## config.mk

```make
export PLATFORM = sky130hd
export DESIGN_NAME = vram_dma
export DESIGN_NICKNAME = d
export VERILOG_FILES = /design/src/rtl/vram_dma.sv
export SDC_FILE = /design/constraint.sdc
export NUM_CORES = 1
export LEC_CHECK = 0
export CORE_MARGIN = 8
export CORE_UTILIZATION = 58
export CTS_CLUSTER_DIAMETER = 40
export CTS_CLUSTER_SIZE = 24
export DETAILED_ROUTE_END_ITERATION = 6
export MAX_ROUTING_LAYER = met4
export PLACE_DENSITY = 0.95
export SKIP_CTS_REPAIR_TIMING = 1
export SLEW_MARGIN = 10
export SYNTH_ARGS = -nofsm -noshare
export SYNTH_HDL_FRONTEND = slang
export SYNTH_SLANG_ARGS = --single-unit
```

## constraint.sdc

```tcl
create_clock -name clk -period 7.15 [get_ports clk]
set_input_delay 1.43 -clock clk [delete_from_list [all_inputs] [get_ports clk]]
set_output_delay 1.43 -clock clk [all_outputs]
set_load 0.02 [all_outputs]
```

## src/rtl/vram_dma.sv

```systemverilog
// rtl/vram_dma.sv - CPU-programmed system-memory to VRAM copy engine
// Copies bytes only while the GPU reports writable; pauses and resumes across vblanks.
module vram_dma #(
  parameter int VRAM_ADDR_WIDTH = 12,
  parameter int SRC_ADDR_WIDTH  = 16
) (
  input  logic                       clk,
  input  logic                       rst,
  input  logic [2:0]                 reg_addr,
  input  logic [7:0]                 reg_wdata,
  input  logic                       reg_we,
  output logic [7:0]                 status,
  input  logic                       writable,
  output logic                       bus_req,
  input  logic                       bus_gnt,
  output logic [SRC_ADDR_WIDTH-1:0]  src_addr,
  output logic                       src_rd_en,
  input  logic [7:0]                 src_rdata,
  output logic [7:0]                 vram_data,
  output logic [VRAM_ADDR_WIDTH-1:0] vram_address,
  output logic                       vram_we,
  output logic                       vram_select,
  output logic                       done_irq
);

  localparam int DHW = VRAM_ADDR_WIDTH - 8;
  localparam logic [SRC_ADDR_WIDTH-1:0]  SRC_ONE = 1;
  localparam logic [VRAM_ADDR_WIDTH-1:0] DST_ONE = 1;

  typedef enum logic [2:0] {S_IDLE, S_WAIT_VB, S_REQ, S_RD, S_WR, S_DONE} state_t;
  state_t state, state_nx;

  logic [7:0]                 src_lo, src_hi, dst_lo, len;
  logic [DHW-1:0]             dst_hi;
  logic [15:0]                src_cfg;
  logic [SRC_ADDR_WIDTH-1:0]  src;
  logic [VRAM_ADDR_WIDTH-1:0] dst;
  logic [8:0]                 remaining;
  logic                       rd_q;
  logic [7:0]                 data_hold;
  logic                       ctrl_we, start, abort, clr_irq, write_now, last_byte;

  assign src_cfg   = {src_hi, src_lo};
  assign ctrl_we   = reg_we && (reg_addr == 3'd5);
  assign start     = ctrl_we && reg_wdata[0];
  assign abort     = ctrl_we && reg_wdata[1];
  assign clr_irq   = ctrl_we && reg_wdata[2];
  assign write_now = (state == S_WR) && bus_gnt;
  assign last_byte = (remaining == 9'd1);

  always_ff @(posedge clk or posedge rst) begin
    if (rst) begin
      state     <= S_IDLE;
      src_lo    <= '0;
      src_hi    <= '0;
      dst_lo    <= '0;
      dst_hi    <= '0;
      len       <= '0;
      src       <= '0;
      dst       <= '0;
      remaining <= '0;
      rd_q      <= 1'b0;
      data_hold <= '0;
      done_irq  <= 1'b0;
    end else begin
      state <= state_nx;
      rd_q  <= (state == S_RD);
      // src_rdata is only valid in the first WR clk; keep a copy for a WR held off by bus_gnt
      if (rd_q)
        data_hold <= src_rdata;
      if (reg_we && state == S_IDLE) begin
        case (reg_addr)
          3'd0:    src_lo <= reg_wdata;
          3'd1:    src_hi <= reg_wdata;
          3'd2:    dst_lo <= reg_wdata;
          3'd3:    dst_hi <= reg_wdata[DHW-1:0];
          3'd4:    len    <= reg_wdata;
          default: ;
        endcase
      end
      if (state == S_IDLE && start) begin
        src       <= src_cfg[SRC_ADDR_WIDTH-1:0];
        dst       <= {dst_hi, dst_lo};
        remaining <= (len == 8'd0) ? 9'd256 : {1'b0, len};
      end
      if (write_now && !abort) begin
        src       <= src + SRC_ONE;
        dst       <= dst + DST_ONE;
        remaining <= remaining - 9'd1;
      end
      // completion takes priority over a same-clk clear
      if (write_now && last_byte && !abort)
        done_irq <= 1'b1;
      else if (clr_irq)
        done_irq <= 1'b0;
    end
  end

  always_comb begin
    state_nx     = state;
    bus_req      = 1'b0;
    src_rd_en    = 1'b0;
    src_addr     = '0;
    vram_we      = 1'b0;
    vram_select  = 1'b0;
    vram_address = '0;
    vram_data    = '0;
    case (state)
      S_IDLE:    if (start) state_nx = S_WAIT_VB;
      S_WAIT_VB: if (writable) state_nx = S_REQ;
      S_REQ: begin
        bus_req = 1'b1;
        if (!writable)    state_nx = S_WAIT_VB;
        else if (bus_gnt) state_nx = S_RD;
      end
      S_RD: begin
        bus_req   = 1'b1;
        src_rd_en = 1'b1;
        src_addr  = src;
        state_nx  = S_WR;
      end
      S_WR: begin
        bus_req = 1'b1;
        if (bus_gnt) begin
          vram_we      = 1'b1;
          vram_select  = 1'b1;
          vram_address = dst;
          vram_data    = rd_q ? src_rdata : data_hold;
          if (last_byte)     state_nx = S_DONE;
          else if (writable) state_nx = S_RD;
          else               state_nx = S_WAIT_VB;
        end else if (!writable) begin
          state_nx = S_WAIT_VB;
        end
      end
      S_DONE:    state_nx = S_IDLE;
      default:   state_nx = S_IDLE;
    endcase
    if (abort && state != S_IDLE)
      state_nx = S_IDLE;
  end

  assign status = {5'b0, done_irq, (state == S_WAIT_VB), (state != S_IDLE)};

endmodule
```

==> results of run 1 <==
[Yosys cell counts, types with 3 or more instances]
master                     count  area, um2
sky130_fd_sc_hd__dfrtp_1      86       2150
sky130_fd_sc_hd__mux2_2       46        518
sky130_fd_sc_hd__nand2_1      31        116
sky130_fd_sc_hd__and2_1       27        169
sky130_fd_sc_hd__nor2_1       27        101
sky130_fd_sc_hd__inv_1        16       60.1
sky130_fd_sc_hd__nand3_1      16       80.1
sky130_fd_sc_hd__clkbuf_1     14       52.6
sky130_fd_sc_hd__nor3_1       11       55.1
sky130_fd_sc_hd__o211ai_1     11       82.6
sky130_fd_sc_hd__mux2i_1      10        100
sky130_fd_sc_hd__buf_2         8       40.0
sky130_fd_sc_hd__buf_4         8       60.1
sky130_fd_sc_hd__nand4_1       8       50.1
sky130_fd_sc_hd__nor4_1        8       50.1
sky130_fd_sc_hd__o21ai_0       8       40.0
sky130_fd_sc_hd__a211oi_1      7       52.6
sky130_fd_sc_hd__a21oi_1       6       30.0
sky130_fd_sc_hd__a311oi_1      6       52.6
sky130_fd_sc_hd__o221a_2       6       67.6
sky130_fd_sc_hd__o311ai_0      6       52.6
sky130_fd_sc_hd__a221o_1       4       40.0
sky130_fd_sc_hd__a22oi_1       4       30.0
sky130_fd_sc_hd__and3_1        4       25.0
sky130_fd_sc_hd__ha_1          4       50.1
sky130_fd_sc_hd__or2_2         4       25.0
sky130_fd_sc_hd__a31oi_1       3       18.8
sky130_fd_sc_hd__a32oi_1       3       26.3
sky130_fd_sc_hd__nand3b_1      3       22.5
[logic make-up after synthesis]
| logic type | after synthesis |
|---|---|
| AO/OA/AOI/OAI | 78 |
| adder cells (fa/ha/maj) | 4 |
| buffers and inverters | 48 |
| flip-flops | 86 |
| multiplexers | 56 |
| other | 1 |
| AND/OR/NAND/NOR | 155 |
[worst register-to-register path, stage by stage, from the launching register on]
cell                        delay [ns]
sky130_fd_sc_hd__dfrtp_1          0.52
sky130_fd_sc_hd__nand4bb_1        0.53
sky130_fd_sc_hd__inv_1            0.65
sky130_fd_sc_hd__o21ai_1          0.46
sky130_fd_sc_hd__buf_4            0.33
sky130_fd_sc_hd__o311a_1          0.36
sky130_fd_sc_hd__a221o_1          0.27
[final timing paths]
check	depth (start not counted)	slack, ns	start	to
setup / recovery	5	1.87	bus_gnt	vram_data[1]
hold reg to reg	1	0.48	src[15]	src[15]
max in group asynchronous	3	4.77	rst	src[5]
setup reg to reg	6	3.95	state[1]	src[12]
min in group asynchronous	3	1.72	rst	dst[10]
hold / removal	1	0.48	src[15]	src[15]
[registers in the layout (all words and copies together) (netlist names), 3 cells and up]
signal,count
src_lo,8
dst_hi,4
dst_lo,8
src,16
len,8
dst,12
data_hold,8
src_hi,8
remaining,9
state,3
[layout make-up]
type | count | area share [%]
clock buffer | 11 | 2.80
clock inverter | 5 | 1.07
inverter | 17 | 1.20
multi-input combinational | 298 | 39.6
sequential | 86 | 39.8
tap | 102 | 2.36
timing repair buffer | 72 | 13.1
[layer usage]
metal	vias up	track usage, %
li1	1686	-
met5	-	-
met4	0	12.1
met2	234	37.7
met3	39	4.65
met1	1873	26.4
[per-stage QoR]
stage	std cells	cell area (um2)	worst slack, ns	hold slack (ns)
final	591	5400	1.87	0.483
after global routing	591	5400	1.79	0.506
after floorplan	432	4510	3.30	0.449
after global placement	575	5190	2.03	0.458
after CTS	591	5400	1.85	0.485
after detailed placement	575	5190	1.90	0.468
[placed cells by master, fill, tap and decap left out, types with 4 or more instances in the layout]
cell / instances
sky130_fd_sc_hd__o221a_2: 6
sky130_fd_sc_hd__nor2_1: 27
sky130_fd_sc_hd__inv_1: 15
sky130_fd_sc_hd__a211oi_1: 7
sky130_fd_sc_hd__o311ai_0: 6
sky130_fd_sc_hd__mux2_2: 46
sky130_fd_sc_hd__clkbuf_8: 11
sky130_fd_sc_hd__mux2i_1: 10
sky130_fd_sc_hd__a21oi_1: 6
sky130_fd_sc_hd__nor3_1: 11
sky130_fd_sc_hd__clkdlybuf4s50_1: 67
sky130_fd_sc_hd__nand2_1: 31
sky130_fd_sc_hd__conb_1: 5
sky130_fd_sc_hd__dfrtp_1: 86
sky130_fd_sc_hd__a22oi_1: 4
sky130_fd_sc_hd__nand3_1: 16
sky130_fd_sc_hd__and2_1: 27
sky130_fd_sc_hd__ha_1: 4
sky130_fd_sc_hd__nor4_1: 8
sky130_fd_sc_hd__a311oi_1: 6
sky130_fd_sc_hd__nand4_1: 8
sky130_fd_sc_hd__buf_4: 5
sky130_fd_sc_hd__o211ai_1: 11
sky130_fd_sc_hd__o21ai_0: 7
sky130_fd_sc_hd__or2_2: 4
sky130_fd_sc_hd__a221o_1: 4
sky130_fd_sc_hd__and3_1: 4
[report_power, final]
group	internal [mW]	switching [mW]	total, mW	leakage [nW]
Combinational	0.255	0.255	0.509	1.04
Clock	0.181	0.179	0.359	0.109
Sequential	0.709	0.210	0.919	1.06
==> results.sh, run 1 <==
export IMPL_run_status="finished clean"
export IMPL_portBuffers=67
export IMPL_upper_clock_frequency_limit_mhz=189
export IMPL_synth_xor_area_share_pct=0
export IMPL_number_of_register_bits_inferred_by_synthesis=86
export IMPL_post_synth_and_or_nand_nor_area_fraction_pct=18.5
export IMPL_ios=73
export IMPL_synth_async_sr_flop_share_pct=100
export IMPL_post_dp_hpwl_um=8200
export IMPL_worstMarginPinSlew_ns=1.05
export IMPL_cts_tree="done"
export IMPL_pwr_density_cell_nw_per_um2=331
export IMPL_syn_inst=428
export IMPL_rsz0062_at_grt="no"
export IMPL_drt_initial_drc_count=338
export IMPL_global_route_wire_length_before_repair_um=19900
export IMPL_power_leakage_nw=2.21
export IMPL_muxShareOfSynthArea_pct=13.7
export IMPL_cp_cell_sequence="clkdlybuf4s50_1, nand4bb_1, inv_1, and2_1, clkdlybuf4s50_1"
export IMPL_antenna_found_initial=0
export IMPL_drv_cap=0
export IMPL_seq_area_um2=2150
export IMPL_dieHeight_um=104
export IMPL_clk_pin_slew_ns=0.08
export IMPL_core_um2=7610
export IMPL_report_final_setup_viol=0
export IMPL_post_synth_fa_ha_maj_area_fraction_pct=1.11
export IMPL_timing_critical_path_from_type="input pin"
export IMPL_drt_wl_total_um=12300
export IMPL_total_length_of_routed_met2_wires_um=6310
export IMPL_fin_crit_sh_pct=73.9
export IMPL_fillCellCount=506
export IMPL_crit_buf_inv=3
export IMPL_critical_path_slowest_cell="sky130_fd_sc_hd__inv_1"
export IMPL_numClockSinks=86
export IMPL_timing_critical_path_slowest_cell_delay_ns=0.65
export IMPL_timing_critical_path_required_ns=5.72
export IMPL_gp_congestion=0.904
export IMPL_dieWidth_um=104
export IMPL_first_global_vias=3880
export IMPL_fin_total_pwr_mw=1.79
export IMPL_antennaDiodeCount=0
export IMPL_cts_buffers=9
export IMPL_synth_compound_area_share_pct=13.8
export IMPL_max_slew_headroom_pct=29.8
export IMPL_end_kind="output pin"
export IMPL_totalNegativeSetupSlack_ns=0
export IMPL_power_ir_vdd_worst_uv=193
export IMPL_worst_hold_path_type="flop to flop"
export IMPL_ys_flop_type="sky130_fd_sc_hd__dfrtp_1"
export IMPL_yosysWarningCount=0
export IMPL_largest_family_of_logic_cells_by_synthesized_area="simple AND/OR/NAND/NOR gates"
export IMPL_endpoints_failing_hold=0
export IMPL_ctsHtreeMaxLevel=3
export IMPL_crit_type="input pin to output pin"
export IMPL_top_layer="met4"
export IMPL_drc=0
export IMPL_synth_edf_count=0
export IMPL_path_max_fanout=23
export IMPL_wl_per_cell_um=20.9
export IMPL_final_layout_size_suffix_gt1_share_pct=17.0
export IMPL_m1WireLength_um=4660
export IMPL_pin_count_of_the_biggest_net_entering_global_routing=87
export IMPL_synth_area_um2=4500
export IMPL_area_delta_synth_final_pct=20.1
export IMPL_global_route_overflow_total=0
export IMPL_worst_ep_arrival_time_ns=3.85
export IMPL_timing_max_transition_violations_final=0
export IMPL_timing_critical_path_max_delay_family="buffers and inverters"
export IMPL_floorplan_rows=32
export IMPL_syn_mean_instance_area_um2=10.5
export IMPL_clockBufferDepth=2
export IMPL_detail_route_vias_per_cell=6.48
export IMPL_antenna_violating_nets_post_route=0
export IMPL_yosysSeqAreaShare_pct=47.8
export IMPL_num_vias=3832
export IMPL_grt_use_total_pct=23.1
export IMPL_dr_pass1_iters=7
export IMPL_initial_utilization_pct=59.1
export IMPL_timing_critical_path_mode_cell="sky130_fd_sc_hd__clkdlybuf4s50_1"
export IMPL_finalWorstPathRequiredPeriod_ns=5.28
export IMPL_final_nets=512
export IMPL_wl_met3_um=983
export IMPL_synth_cell_type_count=54
export IMPL_clock_network_latency_to_the_later_pin_of_the_worst_skew_pair_ns=0.37
export IMPL_final_core_utilization_pct=71.0
export IMPL_multi_input_area_um2=2140
export IMPL_clock_tree_root_cell="sky130_fd_sc_hd__clkbuf_8"
export IMPL_skew_ns=0.0117
export IMPL_die_outline_area_um2=10800
(Power assumes the default switching activity.)
==> run 2: changes to the inputs <==
- CORE_UTILIZATION: 58 -> 49
- PLACE_DENSITY: 0.95 -> 0.88
- clock period: 7.15 -> 4.65 ns (I/O delays scaled with it)
==> run 2 against run 1 <==
Sequential power increased by 52%. Combinational power rose by 52%. Setup slack got worse by 1.2 ns. Non-clock buffer count grew 6. Worst hold slack better by 0.0019 ns. Count of clock-buffer cells in the layout is the same. Cell area is 0.88% higher. Sequential share of layout area fell by 0.35 points. Critical path depth grew 1. Sequential cell count did not move.
==> results.sh, run 2 (same netlist as run 1, synthesis figures left out) <==
export IMPL_report_final_setup_viol=0
export IMPL_drv_cap=0
export IMPL_worst_ep_arrival_time_ns=3.07
export IMPL_switching_share_pct=35.6
export IMPL_endpoints_failing_hold=0
export IMPL_max_slew_headroom_pct=32.0
export IMPL_dr_pass1_iters=4
export IMPL_drt_wl_total_um=11700
export IMPL_ios=73
export IMPL_clockPowerShare_pct=19.8
export IMPL_timing_critical_path_mode_cell="sky130_fd_sc_hd__clkdlybuf4s50_1"
export IMPL_clock_tree_root_cell="sky130_fd_sc_hd__clkbuf_8"
export IMPL_r2r_cells=6
export IMPL_fin_total_pwr_mw=2.71
export IMPL_timing_max_transition_violations_final=0
export IMPL_detail_route_vias_per_cell=6.23
export IMPL_timing_critical_path_required_ns=3.72
export IMPL_antennaDiodeCount=0
export IMPL_grt_use_total_pct=19.6
export IMPL_largest_register="src"
export IMPL_internal_power_mw=1.75
export IMPL_reg_top3="src x16, dst x12, remaining x9"
export IMPL_cp_cell_sequence="clkdlybuf4s50_1, nand4bb_1, buf_4, inv_1, and2_1, clkdlybuf4s50_1"
export IMPL_crit_buf_inv=4
export IMPL_layout_cells_most_common="sky130_fd_sc_hd__dfrtp_1"
export IMPL_pwr_share_comb_pct=28.6
export IMPL_endpoint_of_the_worst_hold_timing_path="src[15]"
export IMPL_rsz0062_at_grt="no"
export IMPL_worst_hold_path_type="flop to flop"
export IMPL_p_seq_share_pct=51.6
export IMPL_gp_congestion=0.945
export IMPL_post_dp_hpwl_um=8360
export IMPL_area_delta_synth_final_pct=21.1
export IMPL_pin_count_of_the_biggest_net_entering_global_routing=61
export IMPL_finalWorstPathRequiredPeriod_ns=4.00
export IMPL_hold_depth=1
export IMPL_dieHeight_um=112
export IMPL_final_nets=518
export IMPL_wl_per_cell_um=19.2
export IMPL_dieWidth_um=112
export IMPL_ctsHtreeMaxLevel=3
export IMPL_clockBufferDepth=2
export IMPL_crit_type="input pin to output pin"
export IMPL_netSwitchingPower_uw=966
export IMPL_fillCellCount=734
export IMPL_startpoint_of_the_lowest_slack_hold_path="src[15]"
export IMPL_path_max_fanout=23
export IMPL_power_ir_vdd_worst_uv=281
export IMPL_final_layout_size_suffix_gt1_share_pct=17.8
export IMPL_final_instance_count_excl_fill=606
export IMPL_global_route_overflow_total=0
export IMPL_run_status="finished clean"
export IMPL_clock_network_latency_to_the_later_pin_of_the_worst_skew_pair_ns=0.36
export IMPL_totalNegativeSetupSlack_ns=0
export IMPL_initial_utilization_pct=49.6
export IMPL_timing_critical_path_from_type="input pin"
export IMPL_core_um2=9060
export IMPL_global_route_wire_length_before_repair_um=19200
export IMPL_timing_critical_path_max_delay_family="buffers and inverters"
export IMPL_num_vias=3776
export IMPL_upper_clock_frequency_limit_mhz=250
export IMPL_die_outline_area_um2=12500
export IMPL_clk_pin_slew_ns=0.09
export IMPL_reg2reg_to="src[12]"
export IMPL_timing_critical_path_slowest_cell_delay_ns=0.62
export IMPL_most_common_layout_cells="sky130_fd_sc_hd__dfrtp_1 (86), sky130_fd_sc_hd__clkdlybuf4s50_1 (67), sky130_fd_sc_hd__mux2_2 (46), sky130_fd_sc_hd__nand2_1 (31)"
export IMPL_place_inst=590
export IMPL_power_leakage_nw=2.22
export IMPL_end_kind="output pin"
export IMPL_drt_initial_drc_count=319
export IMPL_antenna_found_initial=0
export IMPL_skew_ns=0.00702
export IMPL_cts_tree="done"
export IMPL_first_global_vias=3766
export IMPL_pwr_density_cell_nw_per_um2=498
export IMPL_floorplan_rows=35
export IMPL_portBuffers=67
export IMPL_fin_crit_sh_pct=86.0
export IMPL_critical_path_startpoint="bus_gnt"
export IMPL_antenna_violating_nets_post_route=0
export IMPL_worstMarginPinSlew_ns=1.02
export IMPL_final_core_utilization_pct=60.1
export IMPL_timing_reg2reg_setup_slack_ns=1.81
export IMPL_drc=0
export IMPL_numClockSinks=86
export IMPL_flip_flop_count_of_the_largest_register_after_layout=16
export IMPL_cts_buffers=9
export IMPL_startpoint_of_the_most_critical_register_to_register_path="state[1]"
export IMPL_critical_path_slowest_cell="sky130_fd_sc_hd__clkdlybuf4s50_1"
==> run 2: cell types whose count changed in the layout (fill, tap and decap cells not counted), sizes merged <==
cell and delta:
clkinvlp +2, clkinv -2, buf +6
==> run 2: worst max-delay path by stage <==
stage                     cells past startpoint  slack, ns         endpoint
final                                         6       0.65  vram_address[1]
after global routing                          6       0.54  vram_address[1]
after CTS                                     6       0.67  vram_address[1]
after floorplan                               1       1.50     data_hold[0]
after detailed placement                      6       0.69     vram_data[3]
after global placement                        6       0.78     vram_data[5]
==> run 2: final cells by class <==
cell class / count / area (um2) / area share, %
Clock buffer: 11 / 141 / 2.59
Inverter: 17 / 65.1 / 1.19
Multi-Input combinational cell: 298 / 2140 / 39.3
Sequential cell: 86 / 2150 / 39.5
Clock inverter: 5 / 58.8 / 1.08
Timing Repair Buffer: 78 / 753 / 13.8
Tap cell: 111 / 139 / 2.55
==> run 2: power groups by stage <==
| stage | combinational, mW | clock, mW | sequential (mW) |
|---|---|---|---|
| final | 0.775 | 0.537 | 1.40 |
| after CTS | 0.772 | 0.541 | 1.39 |
| after global routing | 0.850 | 0.579 | 1.45 |
| after detailed placement | 0.766 | 0 | 1.40 |
| after floorplan | 0.597 | 0 | 1.30 |
| after global placement | 0.718 | 0 | 1.37 |
==> run 2: worst reg2reg max path: stages (launching register included) <==
cell	delay, ns
sky130_fd_sc_hd__dfrtp_1	0.52
sky130_fd_sc_hd__nand4bb_1	0.25
sky130_fd_sc_hd__buf_4	0.19
sky130_fd_sc_hd__inv_1	0.49
sky130_fd_sc_hd__o21ai_1	0.51
sky130_fd_sc_hd__o311a_1	0.49
sky130_fd_sc_hd__a221o_1	0.27
==> run 2: through the flow <==
step	setup slack [ns]	hold WS, ns	area (um2)
after floorplan	1.50	0.449	4510
after global placement	0.776	0.461	5250
after detailed placement	0.693	0.466	5250
after CTS	0.673	0.486	5450
after global routing	0.541	0.506	5450
final	0.653	0.485	5450
==> run 2: layer usage <==
metal / GRT usage, % / wire length (um) / vias to the layer above / part of all wire, %
met1: 23.2 / 4780 / 1852 / 41
li1: - / - / 1692 / -
met4: 8.30 / 295 / 0 / 2.5
met5: - / 0 / - / 0
met2: 32.0 / 5830 / 198 / 50
met3: 3.95 / 746 / 34 / 6.4
==> run 3: changes to the inputs <==
- CORE_ASPECT_RATIO: default -> 1.4
- RECOVER_POWER: default -> 100
==> run 3 against run 2 <==
The flow now finishes with violations (max-capacitance violations, max-slew violations). Critical endpoint is now vram_address[10]. Die area grew 0.34%. Worst hold slack got worse by 0.012 ns. Critical path depth unchanged. Cell area is 0.67% higher. Core utilization increased by 0.99 points. First-iteration DRC count shrank 10%. Final cell count down 1.3%. Register-to-register slack lost 0.55 ns. Routed wire length is 0.74% higher. Largest power group unchanged. Sequential power about the same. Sequential cell count unchanged.
==> results.sh, run 3 (same netlist as run 1, synthesis figures left out) <==
export IMPL_run_status="finished with violations"
export IMPL_failed_checks="max-capacitance violations, max-slew violations"
export IMPL_grt_use_total_pct=19.3
export IMPL_dieHeight_um=129
export IMPL_fin_crit_sh_pct=89.1
export IMPL_core_um2=8980
export IMPL_largest_register="src"
export IMPL_flip_flop_count_of_the_largest_register_after_layout=16
export IMPL_timing_critical_path_required_ns=3.72
export IMPL_initial_utilization_pct=50.1
export IMPL_rsz0062_at_grt="no"
export IMPL_portBuffers=67
export IMPL_pwr_density_cell_nw_per_um2=523
export IMPL_worstMarginPinSlew_ns=2.77
export IMPL_dr_pass1_iters=4
export IMPL_num_vias=3750
export IMPL_endpoints_failing_hold=0
export IMPL_worst_hold_path_type="flop to flop"
export IMPL_ios=73
export IMPL_timing_critical_path_from_type="input pin"
export IMPL_wl_per_cell_um=19.6
export IMPL_numClockSinks=86
export IMPL_post_dp_hpwl_um=8400
export IMPL_global_route_wire_length_before_repair_um=19200
export IMPL_clk_pin_slew_ns=0.06
export IMPL_clock_tree_root_cell="sky130_fd_sc_hd__clkbuf_16"
export IMPL_area_delta_synth_final_pct=21.9
export IMPL_timing_reg2reg_setup_slack_ns=1.26
export IMPL_final_layout_size_suffix_gt1_share_pct=14.9
export IMPL_report_final_setup_viol=0
export IMPL_totalNegativeSetupSlack_ns=0
export IMPL_final_nets=516
export IMPL_drc=0
export IMPL_drt_initial_drc_count=287
export IMPL_cts_buffers=9
export IMPL_fillCellCount=711
export IMPL_clockBufferDepth=2
export IMPL_path_max_fanout=23
export IMPL_drt_wl_total_um=11700
export IMPL_gp_congestion=0.953
export IMPL_power_leakage_nw=2.38
export IMPL_pin_count_of_the_biggest_net_entering_global_routing=65
export IMPL_worst_ep_arrival_time_ns=3.21
export IMPL_antenna_found_initial=0
export IMPL_clock_network_latency_to_the_later_pin_of_the_worst_skew_pair_ns=0.34
export IMPL_die_outline_area_um2=12500
export IMPL_end_kind="output pin"
export IMPL_power_ir_vdd_worst_uv=285
export IMPL_finalWorstPathRequiredPeriod_ns=4.14
export IMPL_detail_route_vias_per_cell=6.27
export IMPL_antennaDiodeCount=0
export IMPL_upper_clock_frequency_limit_mhz=241
export IMPL_antenna_violating_nets_post_route=0
export IMPL_skew_ns=0.00629
export IMPL_first_global_vias=3803
export IMPL_dieWidth_um=97.0
export IMPL_layout_cells_most_common="sky130_fd_sc_hd__dfrtp_1"
export IMPL_final_core_utilization_pct=61.1
export IMPL_floorplan_rows=41
export IMPL_drv_cap=2
export IMPL_most_common_layout_cells="sky130_fd_sc_hd__dfrtp_1 (86), sky130_fd_sc_hd__dlygate4sd3_1 (47), sky130_fd_sc_hd__mux2_2 (42), sky130_fd_sc_hd__nand2_1 (31), sky130_fd_sc_hd__nor2_1 (27)"
export IMPL_max_slew_headroom_pct=-85.8
export IMPL_crit_type="input pin to output pin"
export IMPL_cts_tree="done"
export IMPL_global_route_overflow_total=0
export IMPL_timing_max_transition_violations_final=99
export IMPL_reg_top3="src x16, dst x12, remaining x9"
export IMPL_ctsHtreeMaxLevel=3
run 3: per-stage QoR:
| step | area, um2 | instances | hold slack (ns) | setup WS [ns] | power [mW] |
|---|---|---|---|---|---|
| final | 5490 | 598 | 0.473 | 0.507 | 2.87 |
| after global routing | 5490 | 598 | 0.507 | 0.360 | 3.02 |
| after CTS | 5520 | 598 | 0.478 | 0.727 | 2.88 |
| after detailed placement | 5230 | 584 | 0.465 | 0.737 | 2.17 |
| after global placement | 5230 | 584 | 0.458 | 0.840 | 2.10 |
| after floorplan | 4510 | 432 | 0.449 | 1.50 | 1.89 |
run 3: layout make-up:
type	count	area (um2)	area share, %
Inverter	17	65.1	1.19
Sequential cell	86	2150	39.2
Clock inverter	1	30.0	0.547
Tap cell	107	134	2.44
Clock buffer	13	260	4.74
Timing Repair Buffer	76	721	13.1
Multi-Input combinational cell	298	2120	38.7
run 3: routing by layer:
layer  share of wire (%)  track usage, %  vias to the layer above
met5                   0               -                        -
met4                 2.9            10.3                        0
met3                 5.5            3.89                       26
met2                  51            32.0                      142
met1                  40            21.5                     1892
li1                    -               -                     1690
run 3: power by group:
part           internal [mW]  leakage (nW)  switching, mW
Sequential              1.09          1.06          0.318
Clock                  0.440         0.142          0.270
Combinational          0.378          1.17          0.368
Total                   1.91          2.38          0.956
run 3: worst max-delay path: stages:
cell                            delay, ns
sky130_fd_sc_hd__dlygate4sd3_1       0.56
sky130_fd_sc_hd__nand4bb_1           0.11
sky130_fd_sc_hd__clkbuf_1            0.32
sky130_fd_sc_hd__inv_1               0.37
sky130_fd_sc_hd__and2_1              0.27
sky130_fd_sc_hd__dlygate4sd3_1       0.65
run 3: worst paths after layout:
| check | startpoint | end | cells past startpoint |
|---|---|---|---|
| worst max-delay path | bus_gnt | vram_address[10] | 6 |
| worst min-delay path | src[15] | src[15] | 1 |
| worst max register to register | state[1] | dst[7] | 5 |
| worst min register to register | src[15] | src[15] | 1 |
| max in group asynchronous | rst | src[11] | 3 |
| min in group asynchronous | rst | dst[8] | 2 |
